**src/rtl/tpram_fifo_ctrl.sv**
```systemverilog
// Show-ahead FIFO controller around an external two-port RAM with registered read.
// Owns both RAM ports plus the pointers, occupancy level and status/error flags.
module tpram_fifo_ctrl #(
    parameter int AW    = 7,
    parameter int DW    = 32,
    parameter int AFULL = 120
) (
    input  logic          clock,
    input  logic          nreset,
    input  logic          flush,
    input  logic          wr_req,
    input  logic [DW-1:0] wr_dat,
    output logic          wr_full,
    output logic          wr_afull,
    output logic          rd_valid,
    input  logic          rd_ready,
    output logic [DW-1:0] rd_data,
    output logic [AW:0]   level,
    output logic          err_ovf,
    output logic          err_udf,
    output logic [AW-1:0] ram_wraddress,
    output logic          ram_wren,
    output logic [DW-1:0] ram_data,
    output logic [AW-1:0] ram_rdaddress,
    input  logic [DW-1:0] ram_q
);

    localparam logic [AW:0] FULL_LVL  = {1'b1, {AW{1'b0}}};
    localparam logic [AW:0] AFULL_LVL = (AW+1)'(AFULL);
    localparam logic [AW:0] ZERO_PTR  = '0;

    logic [AW:0] wr_ptr_reg, wr_ptr_next;
    logic [AW:0] rd_ptr_reg, rd_ptr_next;
    logic [AW:0] wr_ptr_d_reg, wr_ptr_d_next;
    logic [AW:0] level_reg, level_next;
    logic        rd_valid_reg, rd_valid_next;
    logic        wr_full_reg, wr_full_next;
    logic        wr_afull_reg, wr_afull_next;
    logic        err_ovf_reg, err_ovf_next;
    logic        err_udf_reg, err_udf_next;
    logic        push;
    logic        pop;

    // A flush cycle discards both sides; reset also keeps the RAM write strobe low.
    assign push = wr_req & ~wr_full_reg & ~flush & nreset;
    assign pop  = rd_valid_reg & rd_ready & ~flush;

    always_comb begin
        wr_ptr_next   = wr_ptr_reg + {{AW{1'b0}}, push};
        rd_ptr_next   = rd_ptr_reg + {{AW{1'b0}}, pop};
        wr_ptr_d_next = wr_ptr_reg;
        if (flush) begin
            wr_ptr_next   = ZERO_PTR;
            rd_ptr_next   = ZERO_PTR;
            wr_ptr_d_next = ZERO_PTR;
        end
    end

    // Level counts every committed write; rd_valid trails by one cycle so the
    // RAM's read-before-write behaviour never exposes a stale word.
    always_comb begin
        level_next    = wr_ptr_next - rd_ptr_next;
        wr_full_next  = (level_next == FULL_LVL);
        wr_afull_next = (level_next >= AFULL_LVL);
        rd_valid_next = (rd_ptr_next != wr_ptr_d_next);
        err_ovf_next  = err_ovf_reg | (wr_req & wr_full_reg);
        err_udf_next  = err_udf_reg | (rd_ready & ~rd_valid_reg);
    end

    always_ff @(posedge clock or negedge nreset) begin
        if (!nreset) begin
            wr_ptr_reg   <= '0;
            rd_ptr_reg   <= '0;
            wr_ptr_d_reg <= '0;
            level_reg    <= '0;
            rd_valid_reg <= 1'b0;
            wr_full_reg  <= 1'b0;
            wr_afull_reg <= 1'b0;
            err_ovf_reg  <= 1'b0;
            err_udf_reg  <= 1'b0;
        end else begin
            wr_ptr_reg   <= wr_ptr_next;
            rd_ptr_reg   <= rd_ptr_next;
            wr_ptr_d_reg <= wr_ptr_d_next;
            level_reg    <= level_next;
            rd_valid_reg <= rd_valid_next;
            wr_full_reg  <= wr_full_next;
            wr_afull_reg <= wr_afull_next;
            err_ovf_reg  <= err_ovf_next;
            err_udf_reg  <= err_udf_next;
        end
    end

    assign ram_wren      = push;
    assign ram_wraddress = wr_ptr_reg[AW-1:0];
    assign ram_data      = wr_dat;
    // Address the next head so ram_q presents it right after a pop.
    assign ram_rdaddress = rd_ptr_next[AW-1:0];
    assign rd_data       = ram_q;

    assign level    = level_reg;
    assign rd_valid = rd_valid_reg;
    assign wr_full  = wr_full_reg;
    assign wr_afull = wr_afull_reg;
    assign err_ovf  = err_ovf_reg;
    assign err_udf  = err_udf_reg;

endmodule

```
**config.mk**
```make
export PLATFORM = sky130hd
export DESIGN_NAME = tpram_fifo_ctrl
export DESIGN_NICKNAME = d
export VERILOG_FILES = /design/src/rtl/tpram_fifo_ctrl.sv
export SDC_FILE = /design/constraint.sdc
export NUM_CORES = 1
export LEC_CHECK = 0
export ABC_AREA = 1
export BUFFER_PORTS_ARGS = -buffer_cell sky130_fd_sc_hd__buf_2
export CAP_MARGIN = 20
export CORE_MARGIN = 2
export CORE_UTILIZATION = 35
export CTS_BUF_LIST = sky130_fd_sc_hd__clkbuf_4
export DETAILED_ROUTE_END_ITERATION = 7
export PLACE_DENSITY_LB_ADDON = 0.1
export SLEW_MARGIN = 0
export SYNTH_ARGS = -nofsm -noshare
export SYNTH_HDL_FRONTEND = slang
export SYNTH_SLANG_ARGS = --single-unit
```
**constraint.sdc**
```tcl
create_clock -name clock -period 2.5 [get_ports clock]
set_clock_uncertainty 0.2 [all_clocks]
set_input_delay 0.25 -clock clock [delete_from_list [all_inputs] [get_ports clock]]
set_output_delay 0.25 -clock clock [all_outputs]
set_load 0.1 [all_outputs]
```
# After elaboration in Yosys (flattened, before gate mapping)
# Index checks and enable logic that the tools add are counted.
[word_totals]
reg_bits = 29
input_bits = 69
output_inout_bits = 92
[classes]
addsub = 3
magnitude_cmp = 1
n_eq_ne = 2
muxes = 3
n_bitwise = 12
[op_table]
columns = ["op", "n"]
rows = [
  ["$mux 8", 3],
  ["$add 8x1->8", 2],
  ["$eq 8x8->1 const B", 1],
  ["$ge 8x7->1 const B", 1],
  ["$ne 8x8->1", 1],
  ["$sub 8x8->8", 1],
  ["$and 1x1->1", 7],
  ["$not 1->1", 3],
  ["$or 1x1->1", 2],
]

# Depth between registers and ports, before layout
[logic_depth]
depth_word = 8
mapped_depth = 19

# Worst setup path before layout
# Ideal clock, no wire load.
[synth_path]
path_kind = "register to register"
startpoint = "register wr_full_reg, in the netlist wr_full"
endpoint = "register wr_afull_reg, in the netlist wr_afull"
setup_ps = 116
arrival_time_ps = 5082
required_time_ps = 2184
setup_slack_ps = -2898
stages_incl_launch_ff = 17
path_buffers = 0
path_cell_list = "dfrtp_1 > nor3_1 > ha_1 > ha_1 > nand4_1 > clkinv_1 > a21oi_1 > nor3_1 > ha_1 > nand2_1 > nor2_1 > a211oi_1 > nand2_1 > nand2_1 > nand2_1 > inv_2 > nand2_1"
[synth_between]
elab_chain_cells = 8
[synth_rtl]
columns = ["item", "line_no", "text"]
rows = [
  ["start: declaration", "37", "logic wr_full_reg, wr_full_next;"],
  ["start signal: assignment", "87", "wr_full_reg <= wr_full_next;"],
  ["$not 1->1", "45", "assign push = wr_req & ~wr_full_reg & ~flush & nreset;"],
  ["$and 1x1->1 (3 in series)", "45", ""],
  ["via ram_wren", "22", "output logic ram_wren,"],
  ["$add 8x1->8", "49", "wr_ptr_next = wr_ptr_reg + {{AW{1'b0}}, push};"],
  ["$mux 8", "52", "if (flush) begin"],
  ["via wr_ptr_next[6]", "32", "logic [AW:0] wr_ptr_reg, wr_ptr_next;"],
  ["$sub 8x8->8", "62", "level_next = wr_ptr_next - rd_ptr_next;"],
  ["via level_next[7]", "35", "logic [AW:0] level_reg, level_next;"],
  ["$ge 8x7->1", "64", "wr_afull_next = (level_next >= AFULL_LVL);"],
  ["via wr_afull_next", "38", "logic wr_afull_reg, wr_afull_next;"],
  ["end signal: assignment", "88", "wr_afull_reg <= wr_afull_next;"],
  ["end: declaration", "38", ""],
]
# The timed path passes the listed nets, and every way through them passes these cells.

# Worst setup path in the final report
[layout_path]
startpoint = "register wr_full_reg, in the netlist wr_full"
endpoint = "register wr_full_reg, in the netlist wr_full"
[layout_between]
elab_chain_cells = 8
[layout_rtl]
columns = ["item", "line_no", "text"]
rows = [
  ["$not 1->1", "45", ""],
  ["$and 1x1->1 (3 in series)", "45", ""],
  ["$add 8x1->8", "49", ""],
  ["$mux 8", "52", ""],
  ["via wr_ptr_next[3]", "32", ""],
  ["$sub 8x8->8", "62", ""],
  ["$eq 8x8->1", "63", "wr_full_next = (level_next == FULL_LVL);"],
  ["via wr_full_next", "37", ""],
]
# The timed path passes the listed nets, and every way through them passes these cells.

==> impl_metrics.py <==
metrics = {
    "die": {
        "die_w_um": 86.4,
        "num_rows": 30,
        "initial_utilization_pct": 35.6,
        "die_h_um": 86.4,
        "io_pins": 161,
        "die_area_mm2": 0.00747,
        "core_mm2": 0.00668,
    },
    "sta": {
        "period_minus_slack_ns": 2.80,
        "setup_viol_count_final": 8,
        "hold_ws_ns": 0.0500,
        "drv_slew": 0,
        "slew_headroom_pct": 67.6,
        "fmax_mhz": 358,
        "worst_pin_slew_ns": 0.490,
        "hold_viol": 0,
        "grt_setup_unrepaired": "true",
        "post-route-worst-setup-slack_ns": -0.296,
        "min_period_over_period_pct": 112,
        "finalSetupTns_ns": -1.26,
    },
    "placed_design": {
        "gp_congestion": 0.834,
        "dpl.hpwl_um": 3900,
        "port_buffers": 32,
        "dpl_cell_area_mm2": 0.00257,
        "pre_cts_slack_ns": -0.518,
        "dp.cells": 376,
    },
    "clock_network": {
        "clk_latency_ns": 0.34,
        "clock-root-buffer": "clkbuf_4",
        "cts.htree.levels": 2,
        "numClockSinks": 29,
        "clock_path_buffers": 2,
        "cts.clk_slew.worst_paths_ns": 0.09,
        "cts_tree": "yes",
        "numCtsBuffers": 5,
    },
    "final_layout": {
        "post-route-util_pct": 47.7,
        "drive_above_1_share_pct": 60.3,
        "final_common_cell": "buf_4",
        "insertedDiodeCount": 0,
        "final_cell_mix": "buf_4 (49), nand2_1 (30), dfrtp_1 (27), buf_2 (24), inv_1 (22)",
        "fin_area_mm2": 0.00319,
        "area_delta_synth_final_pct": 34.1,
        "stdcell_count": 405,
        "fin_nets": 405,
        "fillers": 662,
    },
    "setup_path": {
        "cp-start-kind": "register",
        "path_common_cell": "nand2_2",
        "critPathMaxFanout": 4,
        "endpoint_kind": "register",
        "crit_slowest_cell": "dfrtp_4",
        "cpPeakStageDelay_ns": 0.51,
        "reg2reg_depth": 17,
        "crit_required_ns": 2.56,
        "path_cells": "nor3_4 -> ha_4 -> nand3_2 -> o21ai_2 -> a21oi_2 -> ha_4 -> a21oi_2 -> nand2_2 -> buf_4 -> buf_6 -> nand2_2 -> nand2_2 -> nand2_2 -> nand3_1 -> nand2_1 -> nand2_2 -> nor2_4",
        "ff2ff_setup_slack_ns": -0.30,
        "worstPathArrival_ns": 2.86,
        "worst_r2r_endpoint": "wr_full$_DFF_PN0_",
        "rr_startpoint": "wr_full$_DFF_PN0_",
        "critPathKind": "reg -> reg",
    },
    "global_routing": {
        "grt_overflow": 0,
        "grt_pass1_wl_um": 8640,
        "grt_max_degree": 30,
        "antenna_found_initial": 0,
        "track_usage_pct": 14.8,
        "grt_pass1_vias": 1830,
    },
    "min_path": {
        "whs_path_depth": 3,
        "worstHoldEndpoint": "err_ovf$_DFF_PN0_",
        "hold_start": "wr_req",
        "min_path_type": "in -> reg",
    },
    "synth": {
        "synth.distinct_cells": 31,
        "synth_area_mm2": 0.00238,
        "synth_seq_cells": 29,
        "ys_seq_area_share_pct": 30.5,
        "yosysWarnings": 0,
        "avgSynthCellArea_um2": 7.88,
        "syn_inst": 302,
        "synth_fp_nets": 383,
    },
    "routing": {
        "drc": 0,
        "first_pass_iters": 4,
        "vias": 1844,
        "drt-wirelength-per-cell_um": 13.4,
        "final_antenna_net_count": 0,
        "avgViaCountPerCell": 4.55,
        "drt_iter0_drc": 56,
        "totalWireLength_um": 5420,
    },
    "job": {
        "maxCapViolCount": 0,
    },
    "status": {
        "violations": "negative setup slack",
        "status": "complete, but fails checks",
    },
    "power_and_ir_drop": {
        "p_leak_nw": 1.60,
        "ir_drop_mv": 0.183,
        "power.total_mw": 1.09,
        "pwr_density_cell_mw_per_mm2": 343,
    },
}
-- cell type report --
| class | instances | area (µm²) | area share [%] |
|---|---|---|---|
| multi-input cells | 156 | 1330 | 41.8 |
| flip-flops and latches | 29 | 733 | 23.0 |
| clock buffers | 8 | 60.1 | 1.88 |
| inverters | 36 | 149 | 4.67 |
| well taps | 80 | 100 | 3.14 |
| repair buffers | 96 | 815 | 25.5 |
-- per-layer routing --
| layer | GRT usage [%] | share of wire [%] | wire, µm | vias to the layer above |
|---|---|---|---|---|
| met1 | 19.5 | 46 | 2490 | 863 |
| met5 | 0 | 0 | 0 | - |
| met4 | 5.97 | 1.5 | 81 | 0 |
| li1 | - | - | - | 920 |
| met3 | 3.81 | 4.8 | 263 | 9 |
| met2 | 23.2 | 48 | 2590 | 52 |
-- cell families after synthesis --
family                   synth area share, %
flip-flops                              30.5
AND/OR/NAND/NOR                         25.2
XOR/XNOR                                2.53
adder cells (fa/ha/maj)                 6.63
AO/OA/AOI/OAI                           4.05
buffers and inverters                   31.1
-- report_power, final --
part / total, mW / internal [mW] / switching, mW
combinational: 0.280 / 0.0682 / 0.212
clock: 0.317 / 0.145 / 0.172
sequential: 0.496 / 0.487 / 0.00850
total: 1.09 / 0.700 / 0.393
-- worst max path at each step --
stage               slack (ns)            endpoint               start
finish                   -0.30   wr_full$_DFF_PN0_   wr_full$_DFF_PN0_
global route             -0.46   wr_full$_DFF_PN0_   wr_full$_DFF_PN0_
CTS                      -0.38   wr_full$_DFF_PN0_   wr_full$_DFF_PN0_
detailed placement       -0.52   wr_full$_DFF_PN0_  rd_valid$_DFF_PN0_
global placement         -0.53   wr_full$_DFF_PN0_  rd_valid$_DFF_PN0_
floorplan                -1.02  wr_afull$_DFF_PN0_   wr_full$_DFF_PN0_
-- synth_stat cells, drive strengths merged --
cell,count,share of area (%)
a211oi,1,0.32
a21o,1,0.32
a21oi,7,1.5
a31oi,1,0.26
buf,80,25
clkbuf,1,0.16
clkinv,2,0.32
dfrtp,29,31
fa,1,0.84
ha,11,5.8
inv,34,5.4
nand2,57,10
nand3,25,6.3
nand4,5,1.3
nor2,24,4.6
nor3,9,2.3
nor4,1,0.26
o21ai,5,1.1
o21bai,2,0.63
xnor2,2,0.74
xor2,4,1.8
-- critical path: cells and delay by family (launching register included) --
| kind | cells | cell delay, ns |
|---|---|---|
| AND/OR/NAND/NOR | 10 | 0.94 |
| flip-flops | 1 | 0.51 |
| adder cells (fa/ha/maj) | 2 | 0.45 |
| AO/OA/AOI/OAI | 3 | 0.38 |
| buffers and inverters | 2 | 0.25 |
-- what timing repair did --
| action | 4_1_cts | 5_1_grt |
|---|---|---|
| pin swaps | 25 | 27 |
| hold buffers | 2 | 0 |
| endpoints found under the setup margin | 11 | 14 |
| setup buffers | 13 | 10 |
| hold endpoints to repair | 30 | 0 |
| gates resized for setup | 51 | 40 |
(Power assumes the default switching activity.)
